$ cat src/rtl/hamming_pkg.sv
// rtl/hamming_pkg.sv - shared SECDED Hamming(8,4) types and decode function
// Purpose: codeword bit positions, assembler FSM state type, decode result
//          struct and the pure single-codeword decode function.
package hamming_pkg;

  // Data bit positions inside a code byte; c7 is overall parity.
  localparam int BIT_D0 = 2;
  localparam int BIT_D1 = 4;
  localparam int BIT_D2 = 5;
  localparam int BIT_D3 = 6;

  typedef enum logic [1:0] {
    ST_LO,
    ST_HI,
    ST_EMIT
  } state_t;

  typedef struct packed {
    logic [3:0] nibble;
    logic       fixed;
    logic       fatal;
  } dec_t;

  function automatic dec_t secded_decode(input logic [7:0] code);
    logic [7:0] c;
    logic [2:0] s;
    logic       p;
    dec_t       r;
    c    = code;
    s[0] = c[0] ^ c[2] ^ c[4] ^ c[6];
    s[1] = c[1] ^ c[2] ^ c[5] ^ c[6];
    s[2] = c[3] ^ c[4] ^ c[5] ^ c[6];
    p    = ^c;
    // Odd parity means one flipped bit; a zero syndrome puts it in c7,
    // which carries no data, so nothing needs flipping.
    if (p && (s != 3'd0)) begin
      c[s - 3'd1] = ~c[s - 3'd1];
    end
    r.fixed  = p;
    r.fatal  = !p && (s != 3'd0);
    r.nibble = {c[BIT_D3], c[BIT_D2], c[BIT_D1], c[BIT_D0]};
    return r;
  endfunction

endpackage

$ cat src/rtl/hamming_rx_assembler_secded_nibble_dec.sv
// rtl/hamming_rx_assembler_secded_nibble_dec.sv - registered single-codeword SECDED decoder
// Purpose: capture a code byte on active and present its decode one cycle later.
// Ports:
//   clk, reset      - clock, synchronous active-high reset
//   active, code_in - input strobe and code byte
//   valid           - decode of the captured byte is presented this cycle
//   dec             - {nibble, fixed, fatal} for the captured byte
module secded_nibble_dec
  import hamming_pkg::*;
(
  input  logic       clk,
  input  logic       reset,
  input  logic       active,
  input  logic [7:0] code_in,
  output logic       valid,
  output dec_t       dec
);

  logic [7:0] code_q;

  always_ff @(posedge clk) begin
    if (reset) begin
      valid  <= 1'b0;
      code_q <= 8'd0;
    end else begin
      valid <= active;
      if (active) begin
        code_q <= code_in;
      end
    end
  end

  assign dec = secded_decode(code_q);

endmodule

$ cat src/rtl/hamming_rx_assembler.sv
// rtl/hamming_rx_assembler.sv - SECDED nibble-pair receive assembler
// Purpose: decode pairs of Hamming(8,4) code bytes into data bytes, with
//          pair timeout, downstream busy hold and saturating error counters.
// Ports:
//   clk, reset          - clock, synchronous active-high reset
//   active, code_in     - code byte strobe and value (low nibble first)
//   busy                - downstream busy; result held in EMIT while high
//   byte_out, ready     - assembled byte and its 1-cycle strobe
//   err_fix, err_fatal  - per-byte correction/uncorrectable flags with ready
//   drop                - partial pair discarded on timeout
//   overrun             - code byte discarded because a result was pending
//   fix_cnt, fatal_cnt  - saturating per-nibble error counts
module hamming_rx_assembler
  import hamming_pkg::*;
#(
  parameter int TIMEOUT = 4096,
  parameter int CNT_W   = 8
) (
  input  logic             clk,
  input  logic             reset,
  input  logic             active,
  input  logic [7:0]       code_in,
  input  logic             busy,
  output logic [7:0]       byte_out,
  output logic             ready,
  output logic             err_fix,
  output logic             err_fatal,
  output logic             drop,
  output logic             overrun,
  output logic [CNT_W-1:0] fix_cnt,
  output logic [CNT_W-1:0] fatal_cnt
);

  localparam int TW = (TIMEOUT > 1) ? $clog2(TIMEOUT) : 1;
  localparam logic [TW-1:0] TMO_LAST = TW'(TIMEOUT - 1);

  state_t        state, state_next;
  logic          valid;
  dec_t          dec;
  logic          take_lo, take_hi;
  logic [TW-1:0] tmo_cnt;
  logic [3:0]    lo_nib, hi_nib;
  logic          lo_fix, lo_fatal;
  logic          pend_fix, pend_fatal;

  secded_nibble_dec u_dec (
    .clk     (clk),
    .reset   (reset),
    .active  (active),
    .code_in (code_in),
    .valid   (valid),
    .dec     (dec)
  );

  assign byte_out = {hi_nib, lo_nib};

  always_comb begin
    state_next = state;
    take_lo    = 1'b0;
    take_hi    = 1'b0;
    ready      = 1'b0;
    err_fix    = 1'b0;
    err_fatal  = 1'b0;
    drop       = 1'b0;
    overrun    = 1'b0;
    case (state)
      ST_LO: begin
        if (valid) begin
          take_lo    = 1'b1;
          state_next = ST_HI;
        end
      end
      ST_HI: begin
        // A byte arriving in the expiry cycle still completes the pair.
        if (valid) begin
          take_hi    = 1'b1;
          state_next = ST_EMIT;
        end else if (tmo_cnt == TMO_LAST) begin
          drop       = 1'b1;
          state_next = ST_LO;
        end
      end
      ST_EMIT: begin
        overrun = valid;
        if (!busy) begin
          ready      = 1'b1;
          err_fix    = pend_fix;
          err_fatal  = pend_fatal;
          state_next = ST_LO;
        end
      end
      default: state_next = ST_LO;
    endcase
  end

  always_ff @(posedge clk) begin
    if (reset) begin
      state      <= ST_LO;
      tmo_cnt    <= '0;
      lo_nib     <= 4'd0;
      hi_nib     <= 4'd0;
      lo_fix     <= 1'b0;
      lo_fatal   <= 1'b0;
      pend_fix   <= 1'b0;
      pend_fatal <= 1'b0;
      fix_cnt    <= '0;
      fatal_cnt  <= '0;
    end else begin
      state <= state_next;
      if (take_lo) begin
        lo_nib   <= dec.nibble;
        lo_fix   <= dec.fixed;
        lo_fatal <= dec.fatal;
        tmo_cnt  <= '0;
      end else if (state == ST_HI) begin
        tmo_cnt <= tmo_cnt + 1'b1;
      end
      if (take_hi) begin
        hi_nib     <= dec.nibble;
        pend_fix   <= lo_fix | dec.fixed;
        pend_fatal <= lo_fatal | dec.fatal;
      end
      // Only nibbles accepted into a pair are counted; overrun bytes are not.
      if ((take_lo || take_hi) && dec.fixed && (fix_cnt != '1)) begin
        fix_cnt <= fix_cnt + 1'b1;
      end
      if ((take_lo || take_hi) && dec.fatal && (fatal_cnt != '1)) begin
        fatal_cnt <= fatal_cnt + 1'b1;
      end
    end
  end

endmodule
$ cat config.mk
export PLATFORM = sky130hd
export DESIGN_NAME = hamming_rx_assembler
export DESIGN_NICKNAME = d
export VERILOG_FILES = /design/src/rtl/hamming_pkg.sv /design/src/rtl/hamming_rx_assembler_secded_nibble_dec.sv /design/src/rtl/hamming_rx_assembler.sv
export SDC_FILE = /design/constraint.sdc
export NUM_CORES = 1
export LEC_CHECK = 0
export ABC_CLOCK_PERIOD_IN_PS = 4900
export CORE_MARGIN = 3
export CORE_UTILIZATION = 50
export DETAILED_ROUTE_END_ITERATION = 6
export PLACE_DENSITY = 0.77
export SLEW_MARGIN = 20
export SYNTH_ARGS = -nofsm -noshare
export SYNTH_HDL_FRONTEND = slang
export SYNTH_HIERARCHICAL = 1
export SYNTH_SLANG_ARGS = --single-unit
export TNS_END_PERCENT = 50
$ cat constraint.sdc
create_clock -name clk -period 4.9 [get_ports clk]
set_clock_uncertainty 0.1 [all_clocks]
set_input_delay 1.225 -clock clk [delete_from_list [all_inputs] [get_ports clk]]
set_output_delay 1.225 -clock clk [all_outputs]
set_load 0.01 [all_outputs]
==> impl_metrics.py <==
metrics = {
    "outcome": {
        "run_status": "finished, final reports clean",
    },
    "critical_path": {
        "timing.critical_path.from_type": "input port",
        "timing.critical_path.fanout_max": 3,
        "crit_arrival_ns": 2.70,
        "setup.worst_path.end_class": "primary output",
        "critical_path_required_ns": 3.58,
        "timing.setup.critical_path_class": "in2out",
    },
    "layout": {
        "layout.cell_area.non_filler_um2": 3290,
        "final_cell_mix": "51 x sky130_fd_sc_hd__dfxtp_1, 48 x sky130_fd_sc_hd__nor2_1, 40 x sky130_fd_sc_hd__clkdlybuf4s50_1",
        "fin_nets": 373,
        "layout_commonest_cell": "sky130_fd_sc_hd__dfxtp_1",
        "layout-area-overhead-vs-synth_pct": 18.2,
        "fillers": 469,
        "final_cell_count_no_fill": 428,
        "fin_util_pct": 62.9,
        "antenna_cells": 0,
        "drive_above_1_share_pct": 8.38,
    },
    "route": {
        "highest-signal-layer": "met4",
        "met2_length_um": 2530,
        "detail_route.iter0.violations": 112,
        "met3RoutedLength_um": 258,
        "vias": 2317,
        "antenna_violating_nets_post_route": 0,
        "finalWirelength_um": 5460,
        "post-route-drc-count": 0,
        "wl_met1_um": 2630,
        "post_drt_via_cell_ratio": 5.41,
        "wl_per_cell_um": 12.8,
        "detailedRoute.firstPassIterationCount": 4,
    },
    "logic_synthesis": {
        "yosysWarnings": 6,
        "mappedNetlistNets": 341,
        "yosysSeqAreaShare_pct": 36.6,
        "post_synthesis_cell_type_with_the_largest_combined_area": "sky130_fd_sc_hd__dfxtp_1",
        "post_synthesis_sequential_element_count": 51,
        "mean_area_per_synthesized_cell_um2": 8.57,
        "syn_inst": 325,
        "netlist_area_um2": 2790,
        "synth_enable_flop_cells": 0,
        "synthDominantCellAreaShare_pct": 36.6,
        "synth_top_flop_cell": "sky130_fd_sc_hd__dfxtp_1",
        "yosys-top-cells-area": "sky130_fd_sc_hd__dfxtp_1 37%, sky130_fd_sc_hd__mux2i_1 7.2%, sky130_fd_sc_hd__nor2_1 6.5%",
        "postSynth.asyncResetShare_pct": 0,
        "count_of_unique_library_cells_instantiated_by_yosys": 59,
    },
    "power": {
        "p_leak_uw": 0.00122,
        "vdd.ir_drop.worst_mv": 0.211,
        "power.density_nw_per_um2": 261,
    },
    "cts": {
        "ctsRootBufferMaster": "sky130_fd_sc_hd__clkbuf_8",
        "clk_path_buf_depth": 2,
        "cts-resized-gates": 0,
        "cts_sinks": 51,
        "ctsHoldBuffers": 0,
        "cts_inserted_buffers": 5,
        "htreeDepth": 2,
        "cts.reportedPaths.clkPinSlew_ns": 0.10,
        "cts_post_setup_buffers_inserted": 0,
        "worstSkewPairLatency_ns": 0.30,
        "cts_tree": "yes",
    },
    "min_path": {
        "hold_path.class": "reg2reg",
    },
    "die": {
        "dieWidth_um": 80.7,
        "design.portCount": 41,
        "die_area_um2": 6500,
        "num_rows": 26,
        "core_area_um2": 5240,
        "initial_core_util_pct": 53.2,
        "dieHeight_um": 80.7,
    },
    "job": {
        "maxCapViolCount": 0,
    },
    "place": {
        "dpl.hpwl_um": 4130,
        "finalWeightedCongestion": 0.852,
        "buffer_ports.inserted": 40,
        "numPlacedInstances": 420,
        "placed_area_um2": 3210,
    },
    "sta": {
        "worst_slew_margin_rel_pct": 42.0,
        "fin_crit_ns": 4.03,
        "setup_total_negative_slack_ns": 0,
        "max_freq_mhz": 248,
        "report.final.hold_viol_count": 0,
        "final_min_period_over_clock_period_pct": 82.2,
        "fin_worst_hold_slack_ns": 0.368,
        "setup_viol": 0,
        "maxSlewViolCount": 0,
        "max_slew.worst_pin.slew_ns": 0.868,
        "rsz0062_at_grt": "no",
    },
    "global_routing": {
        "grt_remaining_overflow": 0,
        "pin_count_of_the_biggest_net_entering_global_routing": 26,
        "first_global_vias": 2158,
        "global_route.usage.total_pct": 18.3,
        "antenna_violations_before_repair": 0,
        "grt_first_pass_wirelength_um": 9630,
    },
}
## metal layers
| layer | GRT usage [%] | up-vias |
|---|---|---|
| met4 | 4.39 | 0 |
| met2 | 29.2 | 49 |
| met5 | 0 | - |
| met1 | 25.1 | 1060 |
| li1 | - | 1204 |
| met3 | 4.15 | 4 |
## critical path: stages
cell                              delay [ns]
sky130_fd_sc_hd__clkdlybuf4s50_1        0.42
sky130_fd_sc_hd__nor3b_1                0.32
sky130_fd_sc_hd__and2_1                 0.20
sky130_fd_sc_hd__clkdlybuf4s50_1        0.53
## power by group
group / internal (uW) / total (uW) / switching (uW)
Clock: 99.6 / 240 / 140
Combinational: 78.1 / 168 / 90.0
Sequential: 428 / 451 / 23.7
Total: 605 / 859 / 254
## final timing paths
path,start,end,slack (ns),cells after the start
max,busy,err_fix,0.87,4
min,hi_nib[3],hi_nib[3],0.37,2
max reg2reg,u_dec/code_q[1],fatal_cnt[3],2.05,8
min reg2reg,hi_nib[3],hi_nib[3],0.37,2
## logic make-up (layout without fill, tap and decap cells)
logic type | count (synthesis) | in the layout | share of synthesized area [%]
simple gates | 146 | 146 | 27.0
flops | 51 | 51 | 36.6
compound gates | 49 | 49 | 12.6
xor+xnor | 29 | 29 | 9.65
buf+inv | 24 | 57 | 4.09
mux | 22 | 22 | 8.26
fa+ha+maj | 4 | 4 | 1.80
## final cells by class
type	count	area [um^2]	area share [%]
multi-input cells	250	1650	50.1
flip-flops and latches	51	1020	31.0
repair buffers	43	423	12.8
well taps	70	87.6	2.66
clock buffers	5	68.8	2.09
inverters	6	22.5	0.684
clock inverters	3	20.0	0.608
## state kept, by name, indices dropped and copies added, names as in the netlist
register / cells
lo_nib: 4
tmo_cnt: 12
u_dec/valid: 1
hi_nib: 4
fatal_cnt: 8
lo_fatal: 1
state: 2
pend_fatal: 1
u_dec/code_q: 8
fix_cnt: 8
lo_fix: 1
pend_fix: 1
## metrics by stage
stage          power, uW  setup slack [ns]
6_report             859             0.871
2_1_floorplan        586              1.73
5_1_grt              905             0.760
3_5_place_dp         629             0.874
3_3_place_gp         625             0.875
4_1_cts              866             0.864
## synth_stat cells (all sizes together) (2+ instances only)
| cell type | number |
|---|---|
| mux2i | 20 |
| nor2 | 48 |
| nand3 | 9 |
| xnor2 | 11 |
| or4 | 2 |
| inv | 6 |
| and3b | 2 |
| nand3b | 3 |
| o21ai | 10 |
| xor2 | 18 |
| clkbuf | 3 |
| ha | 4 |
| a21oi | 15 |
| o22ai | 3 |
| nand2 | 31 |
| nor3b | 3 |
| nand4 | 9 |
| nor2b | 5 |
| o31ai | 4 |
| or3 | 4 |
| a211oi | 3 |
| a2111oi | 2 |
| a31o | 2 |
| and2 | 6 |
| nor3 | 9 |
| and4 | 3 |
| buf | 15 |
| dfxtp | 51 |
| or2 | 2 |
| and3 | 5 |
| mux2 | 2 |
No activity file was read; power rests on OpenSTA's default activity.
